[config.mk]
export PLATFORM = sky130hd
export DESIGN_NAME = b1_sweep_ctrl_flat
export DESIGN_NICKNAME = d
export VERILOG_FILES = /design/src/rtl/b1_sweep_ctrl_if.sv /design/src/rtl/b1_sweep_ctrl.sv /design/src/flat_wrapper.sv
export SDC_FILE = /design/constraint.sdc
export NUM_CORES = 1
export LEC_CHECK = 0
export BUFFER_PORTS_ARGS = -buffer_cell sky130_fd_sc_hd__buf_2
export CAP_MARGIN = 25
export CORE_UTILIZATION = 42
export CTS_CLUSTER_SIZE = 14
export DETAILED_ROUTE_END_ITERATION = 10
export PLACE_DENSITY = 0.74
export SLEW_MARGIN = 10
export SYNTH_ARGS = -nofsm -noshare
export SYNTH_HDL_FRONTEND = slang
export SYNTH_SLANG_ARGS = --single-unit
[constraint.sdc]
create_clock -name clk -period 2.7 [get_ports clk]
set_input_delay 0.135 -clock clk [delete_from_list [all_inputs] [get_ports clk]]
set_output_delay 0.135 -clock clk [all_outputs]
set_load 0.02 [all_outputs]
[src/rtl/b1_sweep_ctrl_if.sv]
// Sweep controller bus: vector drive, benchmark outputs, status and results.
// master = controller side, slave = harness side.
interface b1_sweep_ctrl_if #(
  parameter int NI = 3,
  parameter int NO = 4
);
  logic             start;
  logic             abort;
  logic [NI-1:0]    pi;
  logic [NO-1:0]    po_exact;
  logic [NO-1:0]    po_apx;
  logic             busy;
  logic             done;
  logic [NI:0]      err_cnt;
  logic [NO-1:0]    max_ae;
  logic [NO+NI-1:0] sum_ae;

  modport master (
    input  start, abort,
    input  po_exact, po_apx,
    output pi, busy, done,
    output err_cnt, max_ae, sum_ae
  );

  modport slave (
    output start, abort,
    output po_exact, po_apx,
    input  pi, busy, done,
    input  err_cnt, max_ae, sum_ae
  );
endinterface

[src/rtl/b1_sweep_ctrl.sv]
// Exhaustive input sweep over an exact/approximate benchmark pair,
// accumulating mismatch count, max and sum of absolute error.
module b1_sweep_ctrl #(
  parameter int NI     = 3,
  parameter int NO     = 4,
  parameter int SETTLE = 1
) (
  input  logic            clk,
  input  logic            rst_n,
  b1_sweep_ctrl_if.master bus
);

  localparam int CW = (SETTLE > 1) ? $clog2(SETTLE) : 1;
  localparam logic [CW-1:0] LAST = CW'(SETTLE - 1);
  localparam logic [NI-1:0] PI_MAX = '1;

  typedef enum logic [1:0] {
    S_IDLE,
    S_DRIVE,
    S_SAMPLE,
    S_DONE
  } state_t;

  state_t r_state;
  state_t w_next;

  logic [NI-1:0]    r_pi;
  logic [CW-1:0]    r_cnt;
  logic [NI:0]      r_err_cnt;
  logic [NO-1:0]    r_max_ae;
  logic [NO+NI-1:0] r_sum_ae;

  logic          w_go;
  logic          w_last_vec;
  logic [NO-1:0] w_ae;

  assign w_go = bus.start && !bus.abort;
  assign w_last_vec = (r_pi == PI_MAX);

  // Unsigned magnitude without a wider intermediate.
  always_comb begin
    w_ae = '0;
    if (bus.po_exact >= bus.po_apx)
      w_ae = bus.po_exact - bus.po_apx;
    else
      w_ae = bus.po_apx - bus.po_exact;
  end

  always_ff @(posedge clk or negedge rst_n) begin
    if (!rst_n) r_state <= S_IDLE;
    else        r_state <= w_next;
  end

  always_comb begin
    w_next = r_state;
    unique case (r_state)
      S_IDLE: begin
        if (w_go) w_next = S_DRIVE;
      end
      S_DRIVE: begin
        if (bus.abort)
          w_next = S_IDLE;
        else if (r_cnt == LAST)
          w_next = S_SAMPLE;
      end
      S_SAMPLE: begin
        if (bus.abort)
          w_next = S_IDLE;
        else if (w_last_vec)
          w_next = S_DONE;
        else
          w_next = S_DRIVE;
      end
      S_DONE: w_next = S_IDLE;
      default: w_next = S_IDLE;
    endcase
  end

  always_ff @(posedge clk or negedge rst_n) begin
    if (!rst_n) begin
      r_pi      <= '0;
      r_cnt     <= '0;
      r_err_cnt <= '0;
      r_max_ae  <= '0;
      r_sum_ae  <= '0;
    end else begin
      unique case (r_state)
        S_IDLE: begin
          if (w_go) begin
            r_pi      <= '0;
            r_cnt     <= '0;
            r_err_cnt <= '0;
            r_max_ae  <= '0;
            r_sum_ae  <= '0;
          end
        end
        S_DRIVE: begin
          if (bus.abort) begin
            r_pi  <= '0;
            r_cnt <= '0;
          end else begin
            r_cnt <= r_cnt + CW'(1);
          end
        end
        S_SAMPLE: begin
          if (bus.abort) begin
            r_pi  <= '0;
            r_cnt <= '0;
          end else begin
            r_err_cnt <= r_err_cnt + (NI+1)'(w_ae != '0);
            r_sum_ae  <= r_sum_ae + (NO+NI)'(w_ae);
            if (w_ae > r_max_ae)
              r_max_ae <= w_ae;
            // Last vector stays on pi after the sweep.
            if (!w_last_vec) begin
              r_pi  <= r_pi + NI'(1);
              r_cnt <= '0;
            end
          end
        end
        default: ;
      endcase
    end
  end

  assign bus.pi      = r_pi;
  assign bus.busy    = (r_state == S_DRIVE) ||
                       (r_state == S_SAMPLE);
  assign bus.done    = (r_state == S_DONE);
  assign bus.err_cnt = r_err_cnt;
  assign bus.max_ae  = r_max_ae;
  assign bus.sum_ae  = r_sum_ae;

  a_busy_done_excl: assert property (
    @(posedge clk) disable iff (!rst_n)
    !(bus.busy && bus.done)
  );

  a_done_one_cycle: assert property (
    @(posedge clk) disable iff (!rst_n)
    bus.done |=> !bus.done
  );

endmodule

[src/flat_wrapper.sv]
// flat-port wrapper written by rule: the top's interface ports become plain ports
module b1_sweep_ctrl_flat 
#(
  parameter int NI     = 3,
  parameter int NO     = 4,
  parameter int SETTLE = 1
)
  (clk, rst_n, bus_start, bus_abort, bus_po_exact, bus_po_apx, bus_pi, bus_busy, bus_done, bus_err_cnt, bus_max_ae, bus_sum_ae);
  b1_sweep_ctrl_if #(.NI(NI), .NO(NO)) bus_i ();
  input  logic clk;
  input  logic rst_n;
  input wire logic [$bits(bus_i.start)-1:0] bus_start;
  input wire logic [$bits(bus_i.abort)-1:0] bus_abort;
  input wire logic [$bits(bus_i.po_exact)-1:0] bus_po_exact;
  input wire logic [$bits(bus_i.po_apx)-1:0] bus_po_apx;
  output wire logic [$bits(bus_i.pi)-1:0] bus_pi;
  output wire logic [$bits(bus_i.busy)-1:0] bus_busy;
  output wire logic [$bits(bus_i.done)-1:0] bus_done;
  output wire logic [$bits(bus_i.err_cnt)-1:0] bus_err_cnt;
  output wire logic [$bits(bus_i.max_ae)-1:0] bus_max_ae;
  output wire logic [$bits(bus_i.sum_ae)-1:0] bus_sum_ae;
  assign bus_i.start = bus_start;
  assign bus_i.abort = bus_abort;
  assign bus_i.po_exact = bus_po_exact;
  assign bus_i.po_apx = bus_po_apx;
  assign bus_pi = bus_i.pi;
  assign bus_busy = bus_i.busy;
  assign bus_done = bus_i.done;
  assign bus_err_cnt = bus_i.err_cnt;
  assign bus_max_ae = bus_i.max_ae;
  assign bus_sum_ae = bus_i.sum_ae;
  b1_sweep_ctrl #(.NI(NI), .NO(NO), .SETTLE(SETTLE)) u_core (.clk(clk), .rst_n(rst_n), .bus(bus_i));
endmodule
Word level (Yosys, flattened, before mapping)
Cells that the tools add are included.

Register bits after elaboration: 21. Input port bits: 12. Output and inout bits: 20. Word-level logic and storage cells: 62.

Order comparisons: 2. Reduce and logical (&&, ||, !) cells: 12. Equality and inequality tests: 10. Add/subtract/negate cells: 6. Muxes and demuxes: 26.

Operator list (count): $mux W4 (5); $pmux W4 S2 (2); $mux W7 (2); $pmux W7 S2 (1); $mux W3 (4); $mux W2 (5); $pmux W3 S3 (1); $pmux W2 S4 (1); $reduce_and A4 Y1 (2); $sub A4 B4 Y4 (2); $add A7 B4 Y7 (1); $ne A3 B3 Y1 const B (2); $reduce_and A3 Y1 (2); $add A4 B1 Y4 (1); $eq A2 B2 Y1 const B (2); $ge A4 B4 Y1 (1); $gt A4 B4 Y1 (1); $mux W1 (4); $ne A2 B1 Y1 const B (2); $ne A2 B2 Y1 const B (2); $reduce_bool A4 Y1 (1); $add A3 B1 Y3 const B (1); $eq A3 B3 Y1 const B (1); $pmux W1 S3 (1); 9 further kinds (9).

Logic depth before layout (Yosys ltp)
Depth in word-level cells: 6. Gate-level depth with buffers: 15. Depth with buffers taken out: 15.

Least setup slack after synthesis
Ideal clock, no wire load.

Path type: input to register. From: input bus_po_exact[0]. To: register u_core.r_err_cnt[2], in the netlist u_core.bus.err_cnt[2]. Stages on the path: 15. Data arrival time: 2655 ps. Setup slack: -73 ps. Library setup time: 118 ps. Path buffers: 0. Data required time: 2582 ps. Path through: inv_1 > ha_1 > inv_1 > fa_1 > a21oi_1 > o21ai_0 > o211ai_1 > o21ai_0 > or4_1 > ha_1 > ha_1 > nand2_1 > o21ai_0 > a22o_1 > a21o_1.

Longest elaborated chain between the ends: 6. Elaborated cells on any way between the ends: 8. Classes of those cells: 3 x add/sub; 1 x order compare; 3 x mux; 1 x reduce/logical.

RTL lines: start: declaration (line flat_wrapper.sv:14) `input wire logic [$bits(bus_i.po_exact)-1:0] bus_po_exact;`; $sub A4 B4 Y4, or another cell as far along (line b1_sweep_ctrl.sv:46) `w_ae = bus.po_apx - bus.po_exact;`; $mux W4 (*) (line b1_sweep_ctrl.sv:43) `if (bus.po_exact >= bus.po_apx)`; $reduce_bool A4 Y1 (*) (line b1_sweep_ctrl.sv:110) `r_err_cnt <= r_err_cnt + (NI+1)'(w_ae != '0);`; $add A4 B1 Y4 (*) (line b1_sweep_ctrl.sv:110); $mux W4 (*) (line b1_sweep_ctrl.sv:106) `if (bus.abort) begin`; $pmux W4 S2 (*) (line b1_sweep_ctrl.sv:87) `unique case (r_state)`; end signal: assignment (line b1_sweep_ctrl.sv:110); end: declaration (line b1_sweep_ctrl.sv:29) `logic [NI:0] r_err_cnt;`.

Mark *: on every way between the ends. The rest lies on a longest branch, timed or not. The select of a mux whose other input is x is not followed. A chain may end at the register's enable or synchronous reset.

Worst setup path after layout
Ends and elaborated chain as after synthesis.

==> run summary <==
area of the core: 3740 µm²
share of layout cells above drive strength 1: 31.6%
nets: 274
Setup-failing EPs final: 0
GRT Total Usage: 19.7%
switching power: 0.000629 W
synthesized net count: 220
clock share of power: 14.9%
Least-Margin Pin Slew: 0.524 ns
Root Buffer: clkbuf_8
Max VDD drop: 0.477 mV
total power: 0.00146 W
Die ar.: 4230 µm²
overall routed net length: 3760 µm
Leak Pwr: 1.14 nW
f_max: 378 MHz
antenna cells: 0
detailed-route DRC error count: 0
CP Max Fanout: 4
clock-pin slew on the worst setup and hold paths: 0.09 ns
std cell rows: 22
Worst Path Buf+Inv: 3
CP Class: in2reg
cell count after synthesis: 181
Reg power frac: 30.5%
synth unique cells: 42
CP max stage cell: or4_4
worst-skew pair later-pin latency: 0.27 ns
vias per std cell: 5.29
Slew headroom: 65.1%
CTS buffer count: 3
P_int: 0.000831 W
Synth Flop Type: dfrtp_1
via count: 1492
first-pass detailed-route iteration total: 4
Clock Skew: 0.00961 ns
first-pass GRT wire length: 6540 µm
vias in the first global route: 1422
post-DP HPWL: 2900 µm
max cap viols: 0
switch share: 43.1%
Gate power share: 54.6%
port bufs: 31
drt first-iter violations: 42
Area Overhead vs Synth: 28.3%
ys async rst share: 100%
delay-heaviest family, CP: adder cells
post-route minimum period: 2.65 ns
CP required: 2.86 ns
clock tree buffer depth: 2
CTS tree: built
PD cells: 682 nW/µm²
max-slew violation count: 0
Fin Setup TNS: 0 ns
cell mode on critical path: ha_4
CP Cell Sequence: buf_2 > inv_1 > ha_2 > inv_2 > fa_2 > a21oi_2 > o21ai_2 > mux2_4 > or4_4 > ha_4 > ha_4 > nand2_2 > o21ai_1 > a22o_1 > a21o_1
grt total ovfl: 0
Fin. Hold Viols: 0
fill count: 354
initial antenna violation count: 0
Worst Hold Class: in2reg
number of synthesized flops with an enable pin: 0
period utilisation layout: 98.0%
Mean Syn Cell Area: 9.21 µm²
critical path's largest stage delay: 0.55 ns
GPL Wtd Cong: 0.858
Syn Std Cell Area: 1670 µm²
Die Ht: 65.0 µm
status: completed
WHS: 0.179 ns
#FFs+latches synth: 21
Worst Setup End Kind: flop
largest net degree at the start of global routing: 22
CP startpoint kind: input pin
register area share after synthesis: 31.5%
number of clock sinks: 21
num ports: 32
yosys warns: 0
RSZ-0062 raised after global routing: yes
die width: 65.0 µm
DR WL/cell: 13.3 µm
Antenna Nets Post-Route: 0
htree depth: 1
Initial Utilization: 44.6%
Worst EP arrival: 2.81 ns
-- kinds of logic after synthesis --
group | count (synthesis) | synth area share [%]
AOI/OAI and AO/OA | 49 | 20.4
DFF | 21 | 31.5
buffers and inverters | 26 | 6.00
adders and majority gates | 27 | 21.6
xor gates and xnor gates | 4 | 2.10
muxes | 8 | 5.03
and+or+nand+nor | 46 | 13.4
-- cell usage after synthesis (all sizes together), types with 2 or more instances --
library cell   n  area share (%)
ha            24              18
inv           23             5.2
dfrtp         21              32
o21ai         15             4.7
nand2         12             2.7
nor2          11             2.5
nand3          7             2.1
a21oi          6             1.8
a22o           5             2.7
mux2i          5             3.0
nor3           5             1.5
a21o           4             1.8
a211oi         3             1.4
and2           3             1.1
fa             3             3.6
mux2           3             2.0
o211ai         3             1.4
xor2           3             1.6
a22oi          2            0.90
buf            2            0.60
nand2b         2            0.75
-- state kept, by name, summed over array words and instances (netlist names) --
register,cells
u_core.r_state,2
u_core.bus.max_ae,4
u_core.bus.err_cnt,4
u_core.bus.pi,3
u_core.bus.sum_ae,7
u_core.r_cnt,1
-- cells in the final DEF (no fill, tap or decap), types with 2 or more instances in the layout --
| cell | n |
|---|---|
| nor3_1 | 5 |
| nor2_1 | 10 |
| ha_1 | 21 |
| a22o_1 | 4 |
| ha_4 | 2 |
| o21ai_0 | 10 |
| mux2i_1 | 5 |
| o211ai_1 | 3 |
| buf_2 | 31 |
| a211oi_1 | 3 |
| nand2_1 | 11 |
| nand3_1 | 7 |
| a21o_1 | 4 |
| nand2b_1 | 2 |
| o21ai_2 | 2 |
| dfrtp_1 | 21 |
| xor2_1 | 3 |
| clkbuf_8 | 3 |
| buf_4 | 20 |
| inv_1 | 22 |
| and2_1 | 2 |
| fa_1 | 2 |
| a22oi_1 | 2 |
| mux2_2 | 2 |
| o21ai_1 | 3 |
| a21oi_2 | 2 |
| a21oi_1 | 4 |
-- stage by stage --
stage	utilization (%)	setup WS (ns)	std cells	area, µm²
global placement	53.7	-0.185	275	2010
global route	57.2	-0.0255	282	2140
floorplan	-	0.0212	181	1670
CTS	55.3	0.0346	280	2070
finish	57.2	0.0541	282	2140
detailed placement	53.7	-0.242	275	2010
-- power by group through the flow --
stage	clock network, W	logic (W)	registers, W
2_1_floorplan	0	0.000466	0.000497
3_3_place_gp	0	0.000737	0.000447
3_5_place_dp	0	0.000753	0.000449
4_1_cts	0.000227	0.000757	0.000442
5_1_grt	0.000238	0.000891	0.000458
6_report	0.000217	0.000797	0.000446
-- layout make-up --
class	instances	area [µm²]	share of cell area, %
clock inverter	1	7.51	0.351
multi-input combinational	134	1100	51.6
sequential	21	526	24.6
inverter	23	86.3	4.04
timing repair buffer	52	315	14.7
tap	48	60.1	2.81
clock buffer	3	41.3	1.93
-- metal layers --
metal	vias up	part of all wire, %	wire, µm	global-route usage [%]
met5	-	0	0	0
met4	0	0.64	24	3.53
met3	4	4.3	163	3.87
met2	36	46	1720	30.6
met1	699	49	1860	28.4
li1	753	-	-	-
-- path summary, 6_finish.rpt --
kind | start | to | slack (ns) | cells past startpoint
worst max-delay path | bus_po_exact[0] | u_core.bus.err_cnt[2] | 0.05 | 15
worst min-delay path | bus_start | u_core.bus.sum_ae[3] | 0.18 | 3
worst max register to register | u_core.r_state[0] | u_core.bus.max_ae[3] | 0.63 | 7
worst min register to register | u_core.bus.max_ae[2] | u_core.bus.max_ae[2] | 0.54 | 1
max in group asynchronous | rst_n | u_core.bus.err_cnt[3] | 2.01 | 2
min in group asynchronous | rst_n | u_core.bus.sum_ae[0] | 0.35 | 2
-- worst min-delay path, stage by stage --
cell	delay (ns)
buf_2	0.13
nand3_1	0.06
o211ai_1	0.08
-- timing repair --
item	4_1_cts	5_1_grt
setup endpoints to repair	0	7
endpoints found under the hold margin	21	0
hold buffers	1	0
buffers inserted	0	2
resized for setup	0	17
No activity file was read; power rests on OpenSTA's default activity.
